--- config.mk ---
export PLATFORM = sky130hd
export DESIGN_NAME = pipelined_addsub_acc
export DESIGN_NICKNAME = d
export VERILOG_FILES = /design/src/rtl/addsub_pkg.sv /design/src/rtl/pipe_stage.sv /design/src/rtl/pipelined_addsub_acc.sv
export SDC_FILE = /design/constraint.sdc
export NUM_CORES = 1
export LEC_CHECK = 0
export CAP_MARGIN = 0
export CORE_ASPECT_RATIO = 1.75
export CORE_MARGIN = 2
export CORE_UTILIZATION = 31
export CTS_CLUSTER_DIAMETER = 150
export DETAILED_ROUTE_END_ITERATION = 12
export PLACE_DENSITY = 0.5
export SLEW_MARGIN = 20
export SYNTH_ARGS = -nofsm -noshare
export SYNTH_HDL_FRONTEND = slang
export SYNTH_SLANG_ARGS = --single-unit
--- constraint.sdc ---
create_clock -name clk -period 3.65 [get_ports clk]
set_clock_uncertainty 0.2 [all_clocks]
set_input_delay 0.365 -clock clk [delete_from_list [all_inputs] [get_ports clk]]
set_output_delay 0.365 -clock clk [all_outputs]
set_load 0.02 [all_outputs]
--- src/rtl/addsub_pkg.sv ---
// Shared opcode encoding and default sizing for the pipelined add/sub/accumulate unit.
package addsub_pkg;

   typedef enum logic [1:0] {
      OP_ADD = 2'd0,
      OP_SUB = 2'd1,
      OP_ACC = 2'd2,
      OP_CLR = 2'd3
   } op_e;

   localparam int DEF_WIDTH = 4;
   localparam int DEF_LAT   = 2;
   localparam int DEF_ACC_W = 16;
   localparam int DEF_CNT_W = 16;

endpackage

--- src/rtl/pipe_stage.sv ---
// One elastic register slice: loads when told to advance, otherwise holds valid and payload.
module pipe_stage #(
   parameter int W = 8
) (
   input  logic         clk,
   input  logic         rst_n,
   input  logic         in_valid,
   input  logic [W-1:0] in_data,
   input  logic         adv,
   output logic         valid,
   output logic [W-1:0] data
);

   // NOTE: state uses <= so every stage samples its neighbour's pre-edge value;
   // the payload is an ordinary register, so it is reset as well.
   always_ff @(posedge clk or negedge rst_n) begin
      if (!rst_n) begin
         valid <= 1'b0;
         data  <= '0;
      end else if (adv) begin
         valid <= in_valid;
         if (in_valid) data <= in_data;
      end
   end

endmodule

--- src/rtl/pipelined_addsub_acc.sv ---
// Elastic LAT-stage add/sub/accumulate unit; all arithmetic and accumulator update happen at accept.
module pipelined_addsub_acc
   import addsub_pkg::*;
#(
   parameter int WIDTH = DEF_WIDTH,
   parameter int LAT   = DEF_LAT,
   parameter int ACC_W = DEF_ACC_W,
   parameter int CNT_W = DEF_CNT_W
) (
   input  logic             clk,
   input  logic             rst_n,
   input  logic             in_valid,
   output logic             in_ready,
   input  logic [1:0]       in_op,
   input  logic [WIDTH-1:0] in_a,
   input  logic [WIDTH-1:0] in_b,
   output logic             out_valid,
   input  logic             out_ready,
   output logic [ACC_W-1:0] out_res,
   output logic             out_ovf,
   output logic [1:0]       out_op,
   output logic [CNT_W-1:0] done_cnt
);

   typedef struct packed {
      op_e              op;
      logic [ACC_W-1:0] res;
      logic             ovf;
   } stage_t;

   localparam int SW = $bits(stage_t);

   logic [LAT-1:0]   valid;
   logic [LAT-1:0]   adv;
   stage_t           stage_q [LAT];
   stage_t           s0_d;
   logic [ACC_W-1:0] acc;
   logic [ACC_W-1:0] acc_d;
   logic [WIDTH:0]   sum_ab;
   logic [WIDTH:0]   diff_ab;
   logic [ACC_W:0]   acc_sum;
   logic             accept;

   // Stage k moves iff some stage from k to the output is empty, or the consumer takes.
   always_comb begin
      logic tail_full;
      adv       = '0;
      tail_full = 1'b1;
      for (int k = LAT - 1; k >= 0; k--) begin
         tail_full = tail_full & valid[k];
         adv[k]    = out_ready | ~tail_full;
      end
   end

   assign in_ready = adv[0];
   assign accept   = in_valid & in_ready;

   assign sum_ab  = {1'b0, in_a} + {1'b0, in_b};
   assign diff_ab = {1'b0, in_a} - {1'b0, in_b};
   assign acc_sum = {1'b0, acc} + (ACC_W+1)'(in_a) + (ACC_W+1)'(in_b);

   // NOTE: every variable gets a default before the case so no latch is inferred.
   always_comb begin
      s0_d    = '0;
      acc_d   = acc;
      s0_d.op = op_e'(in_op);
      case (op_e'(in_op))
         OP_ADD: begin
            s0_d.res = ACC_W'(sum_ab);
            s0_d.ovf = sum_ab[WIDTH];
         end
         OP_SUB: begin
            s0_d.res = {{(ACC_W-WIDTH-1){diff_ab[WIDTH]}}, diff_ab};
            s0_d.ovf = diff_ab[WIDTH];
         end
         OP_ACC: begin
            s0_d.res = acc_sum[ACC_W-1:0];
            s0_d.ovf = acc_sum[ACC_W];
            acc_d    = acc_sum[ACC_W-1:0];
         end
         OP_CLR: begin
            s0_d.res = acc;
            acc_d    = '0;
         end
         default: ;
      endcase
   end

   always_ff @(posedge clk or negedge rst_n) begin
      if (!rst_n) begin
         acc      <= '0;
         done_cnt <= '0;
      end else begin
         if (accept) acc <= acc_d;
         if (out_valid && out_ready) done_cnt <= done_cnt + CNT_W'(1);
      end
   end

   for (genvar g = 0; g < LAT; g++) begin : g_stage
      if (g == 0) begin : g_first
         pipe_stage #(.W(SW)) u_stage (
            .clk      (clk),
            .rst_n    (rst_n),
            .in_valid (in_valid),
            .in_data  (s0_d),
            .adv      (adv[g]),
            .valid    (valid[g]),
            .data     (stage_q[g])
         );
      end else begin : g_rest
         pipe_stage #(.W(SW)) u_stage (
            .clk      (clk),
            .rst_n    (rst_n),
            .in_valid (valid[g-1]),
            .in_data  (stage_q[g-1]),
            .adv      (adv[g]),
            .valid    (valid[g]),
            .data     (stage_q[g])
         );
      end
   end

   assign out_valid = valid[LAT-1];
   assign out_res   = stage_q[LAT-1].res;
   assign out_ovf   = stage_q[LAT-1].ovf;
   assign out_op    = stage_q[LAT-1].op;

endmodule

# Word level (Yosys, flattened, before mapping)
# Cells that the tools add are included.
[word_totals] ff_bits=72 in_bits=14 wordCells=29 out_inout_bits=37
[op_classes] reduce_logical=6 n_bitwise=6 addsub=5 n_mux=3 n_eq_ne=3
[op_table] cell="$pmux W16 S4" count=1
[op_table] cell="$pmux W16 S2" count=1
[op_table] cell="$add A16 B4 Y17" count=1
[op_table] cell="$add A17 B4 Y17" count=1
[op_table] cell="$add A16 B1 Y16 const B" count=1
[op_table] cell="$reduce_and A2 Y1" count=3
[op_table] cell="$add A4 B4 Y5" count=1
[op_table] cell="$sub A4 B4 Y5" count=1
[op_table] cell="$eq A2 B2 Y1 const B" count=2
[op_table] cell="$pmux W1 S3" count=1
[op_table] cell="$and A1 B1 Y1" count=2
[op_table] cell="$eq A2 B1 Y1 const B" count=1
[op_table] cell="$logic_not A2 Y1" count=1
[op_table] cell="$not A1 Y1" count=2
[op_table] cell="$or A1 B1 Y1" count=2
[op_table] cell="$reduce_bool A2 Y1" count=1
[op_table] cell="$logic_and A1 B1 Y1" count=1

# Logic depth before layout (Yosys ltp)
[logic_depth] ltp_word=5 depth_mapped=12 mapped_depth_nobuf=11

# Cells and area by module
# From an unflattened synthesis, not the netlist that was laid out.
[hier_totals] cells_unflattened=368 hier_area_um2=4181.5
[by_module_without_submodules] mod="pipelined_addsub_acc" area_per_inst_um2=2534.9 instances=1 cells_per_inst=280 seq_area_each_um2=800.8
[by_module_without_submodules] mod="pipe_stage" area_per_inst_um2=823.3 instances=2 cells_per_inst=44 seq_area_each_um2=500.5

# Least setup slack after synthesis
# No wires, ideal clock.
[synth_path] path_type="input to register" from="input port in_b[1]" to="register g_stage[0].g_first.u_stage.data[14]" t_arrival_ns=2.775 setup_ns=0.087 path_stages=11 t_required_ns=3.363 path_buffers=0 slack_ns=0.588 cell_sequence="inv_1 -> fa_1 -> inv_1 -> ha_1 -> inv_1 -> fa_1 -> nand3b_1 -> a211oi_4 -> nand3_2 -> or4_1 -> o211ai_1"
[synth_between] elab_chain_cells=2 elab_cells_between_ends=3 cone_classes="add/sub (2); mux (1)"
[synth_lines] element="start, declared" line_no="pipelined_addsub_acc.sv:16" rtl="input logic [WIDTH-1:0] in_b,"
[synth_lines] element="$add A17 B4 Y17 / $sub A4 B4 Y5 (equally long branches)" line_no="pipelined_addsub_acc.sv:60, pipelined_addsub_acc.sv:59"
[synth_lines] element="$pmux W16 S4 *" line_no="pipelined_addsub_acc.sv:67" rtl="case (op_e'(in_op))"
[synth_lines] element="end signal, assigned" line_no="pipe_stage.sv:22" rtl="if (in_valid) data <= in_data;"
[synth_lines] element="end, declared" line_no="pipe_stage.sv:11" rtl="output logic [W-1:0] data"
# Every way passes the cells marked *; elsewhere a longest branch is shown, timed or not.
# A chain may end at the register's enable or synchronous reset.

# Worst setup path in the final report
[layout_path] from="input port in_a[1]" to="register g_stage[0].g_first.u_stage.data[14]"
[layout_between] elab_chain_cells=3 elab_cells_between_ends=4 cone_classes="add/sub (3); mux (1)"
[layout_lines] element="start, declared" line_no="pipelined_addsub_acc.sv:15" rtl="input logic [WIDTH-1:0] in_a,"
[layout_lines] element="$add A16 B4 Y17" line_no="pipelined_addsub_acc.sv:60" rtl="assign acc_sum = {1'b0, acc} + (ACC_W+1)'(in_a) + (ACC_W+1)'(in_b);"
[layout_lines] element="$add A17 B4 Y17" line_no="pipelined_addsub_acc.sv:60"
[layout_lines] element="$pmux W16 S4 *" line_no="pipelined_addsub_acc.sv:67"
# Marks and branches as above.

==> key figures <==
Die
  • Io pins: 51
  • Starting Density: 0.3176
  • Core ar.: 12430 um^2
  • DIE AREA: 13690 um^2
  • Die width: between 80 and 90 um
  • FP Rows: 54
  • Die Y: 153.3 um

Clock tree
  • CTS sink cnt: 72
  • TritonCTS clock tree: yes
  • Clk slew on worst S/H paths: 0.06 ns
  • Post-CTS Hold Buffers: 0
  • CTS root buf: clkbuf_16
  • CTS Buf Count: 9
  • Clock Latency Late Sink: 0.33 ns
  • Post-CTS resize count: 0
  • CTS H-tree lvls: 3
  • Clock tree buffer depth: 2
  • Setup bufs post-CTS: 0

Critical path
  • Worst Path Max Fanout: 3
  • WP data arrival: 3.35 ns
  • Crit Path Category: input pin to flip-flop
  • CP peak stage delay: 0.49 ns
  • Critical Path Stages: 12
  • Cell mode on critical path: inv_1
  • R2r worst-path depth: 11
  • Startpoint Class: input pin
  • R2r startpoint: acc[1]$_DFFE_PN0P_
  • Critical Path End Type: flip-flop
  • CP required: 3.70 ns
  • WP buf/inv: 4
  • Slowest CP cell: or4_1
  • R2R setup slack: ~0.52 ns
  • Worst reg2reg endpoint: g_stage[0].g_first.u_stage.data[14]$_DFFE_PN0P_
  • Cell Chain, Critical Path: clkdlybuf4s50_1 > inv_1 > fa_1 > inv_1 > ha_1 > inv_1 > fa_1 > nand3b_1 > a211oi_4 > nand3_2 > or4_1 > o211ai_1
  • Top delay family on crit path: adder cells

Global routing
  • Antenna violations before repair: 0
  • Vias in the first global route: 3124
  • Pin count of the biggest net entering global routing: 73
  • Overflow after GRT: 0
  • Global-route wire length before repair: 15910 um
  • All-Layer GR Usage: 0.1515

Synthesis
  • Syn nets: 416
  • Synth top area share: 0.4563
  • EDFF count, synth: 0
  • Synthesized cell area: 3949 um^2
  • Synthesized flop and latch total: 72
  • Mapped Cells: 381
  • Yosys top cell by area: dfrtp_1
  • Register area share after synthesis: 0.4563
  • Synth area leaders: dfrtp_1, mux2_2, nand2_1
  • Mean Syn Cell Area: 10.36 um^2
  • Leading cell types by count after synthesis: dfrtp_1, nand2_1, o21ai_0
  • Count leader, synth: dfrtp_1
  • Primary FF master, synth: dfrtp_1
  • Asr flop ratio synth: 1.000
  • Synth unique cells: 57
  • Yosys warns: 0

Drt
  • Drt pass-1 iters: 4
  • Antenna-violating nets left: 0
  • Routed len/inst: 15.52 um
  • Via Count: 2996
  • Post-route DRC: 0
  • Routed wire length: 9452 um
  • Initial DRC Count: ~150
  • Vias/cell: roughly 4.9

Finish
  • Non-Filler Instances: 609
  • Layout Utilization: 0.3957
  • Final Net Count: 471
  • Finished Cell Area: 4920 um^2
  • Share of cells above drive strength 1: 0.1315
  • Area growth from synthesis to layout: 24.59%
  • Ant diodes: 0

STA
  • Max_slew headroom: 0.3695
  • Period utilization: 0.9067
  • Tmin final: about 3.3 ns
  • RSZ-0062 raised after global routing: no
  • Slew @ Worst Pin: 0.9458 ns
  • Setup TNS: 0 ns
  • Hold slack: -0.02861 ns
  • Final number of hold-violating endpoints: 19
  • Endpoints failing setup: 0
  • Slew Limit Fails: 0
  • Max frequency: 302.2 MHz

Power and ir drop
  • Power Dens Cells: 613.8 nW/um^2
  • Leak pwr: around 2.1 nW
  • Maximum vdd drop: 200.6 uV

Place
  • Final GP Congestion: between 0.7 and 0.8
  • Placed cell count: 593
  • Port Buf Inserts: 50
  • Final HPWL DP: slightly below 7000 um
  • Dpl cell area: 4652 um^2

Outcome
  • Status: finished, violations left
  • Violated checks: negative hold slack

Flow run
  • Max-Cap Viols: 0

Hold path
  • Hold Path Class: input pin to async pin
[registers in the layout, summed over array words and instances, names as in the netlist]
| register | flops |
|---|---|
| acc | 16 |
| g_stage.g_first.u_stage.data | 19 |
| done_cnt | 16 |
| g_stage.g_rest.u_stage.data | 19 |
| g_stage.g_first.u_stage.valid | 1 |
| g_stage.g_rest.u_stage.valid | 1 |
[power by group]
| group | internal, mW | switching (mW) | leakage (nW) |
|---|---|---|---|
| Sequential | 0.992 | 0.190 | 0.904 |
| Combinational | 0.511 | 0.525 | 1.12 |
| Clock | 0.477 | 0.326 | 0.130 |
| Total | 1.98 | 1.04 | 2.15 |
[cell families after synthesis]
kind of cell             count (synthesis)  share of synthesized area
buffers and inverters                   34                    0.04024
XOR/XNOR                                25                    0.05545
AND/OR/NAND/NOR                        122                     0.1540
adder cells (fa/ha/maj)                 21                    0.07985
multiplexers                            33                    0.09347
flip-flops                              72                     0.4563
AO/OA/AOI/OAI                           74                     0.1207
[cells in the final DEF, fill, tap and decap left out, drive strengths merged, types with 2 or more instances in the layout]
| cell type | n |
|---|---|
| o21ai | 25 |
| nor3 | 4 |
| o221ai | 3 |
| mux2 | 21 |
| clkdlybuf4s50 | 49 |
| nand2 | 52 |
| fa | 7 |
| and4 | 2 |
| nor2b | 2 |
| o21bai | 3 |
| clkinv | 2 |
| a221oi | 2 |
| nand3b | 2 |
| nand2b | 6 |
| dfrtp | 72 |
| a21o | 5 |
| mux2i | 11 |
| or4 | 3 |
| xnor2 | 16 |
| a2bb2oi | 2 |
| inv | 15 |
| nand4b | 2 |
| nor2 | 21 |
| ha | 14 |
| a21oi | 19 |
| clkbuf | 13 |
| nand4 | 7 |
| nand3 | 10 |
| and2 | 6 |
| a31oi | 2 |
| buf | 14 |
| a211oi | 2 |
| and3 | 2 |
| o211ai | 2 |
| xor2 | 9 |
[metal layers]
metal | GRT usage | share of wire | up-vias | wire (um)
li1 | - | - | 1440 | -
met1 | 0.1752 | 0.41 | 1479 | 3877
met2 | 0.2624 | 0.54 | 59 | 5058
met3 | 0.03024 | 0.025 | 18 | 239
met4 | 0.06539 | 0.029 | 0 | 277
met5 | 0 | 0 | - | 0
[per-stage QoR]
step | power, mW | worst slack [ns]
global route | 3.238 | 0.1632
global placement | 2.219 | 0.03770
finish | 3.020 | 0.3407
floorplan | 1.833 | 0.5884
detailed placement | 2.249 | -0.02374
CTS | 3.067 | 0.3168
[final cells by class]
cell class | instances | area [um^2]
Clock buffer | 13 | 250.2
Clock inverter | 3 | 17.52
Fill cell | 1298 | 7512
Inverter | 15 | 56.30
Multi-Input combinational cell | 275 | 1988
Sequential cell | 72 | 1802
Tap cell | 168 | 210.2
Timing Repair Buffer | 63 | 595.6
[worst max-delay path by stage]
stage	startpoint	endpoint	slack, ns
after floorplan	in_b[1]	g_stage[0].g_first.u_stage.data[14]$_DFFE_PN0P_	0.59
after global placement	in_a[1]	g_stage[0].g_first.u_stage.data[14]$_DFFE_PN0P_	0.04
after detailed placement	in_a[1]	g_stage[0].g_first.u_stage.data[14]$_DFFE_PN0P_	-0.02
after CTS	in_a[1]	g_stage[0].g_first.u_stage.data[14]$_DFFE_PN0P_	0.32
after global routing	in_a[1]	g_stage[0].g_first.u_stage.data[14]$_DFFE_PN0P_	0.16
final	in_a[1]	g_stage[0].g_first.u_stage.data[14]$_DFFE_PN0P_	0.34
No activity file was read; power rests on OpenSTA's default activity.
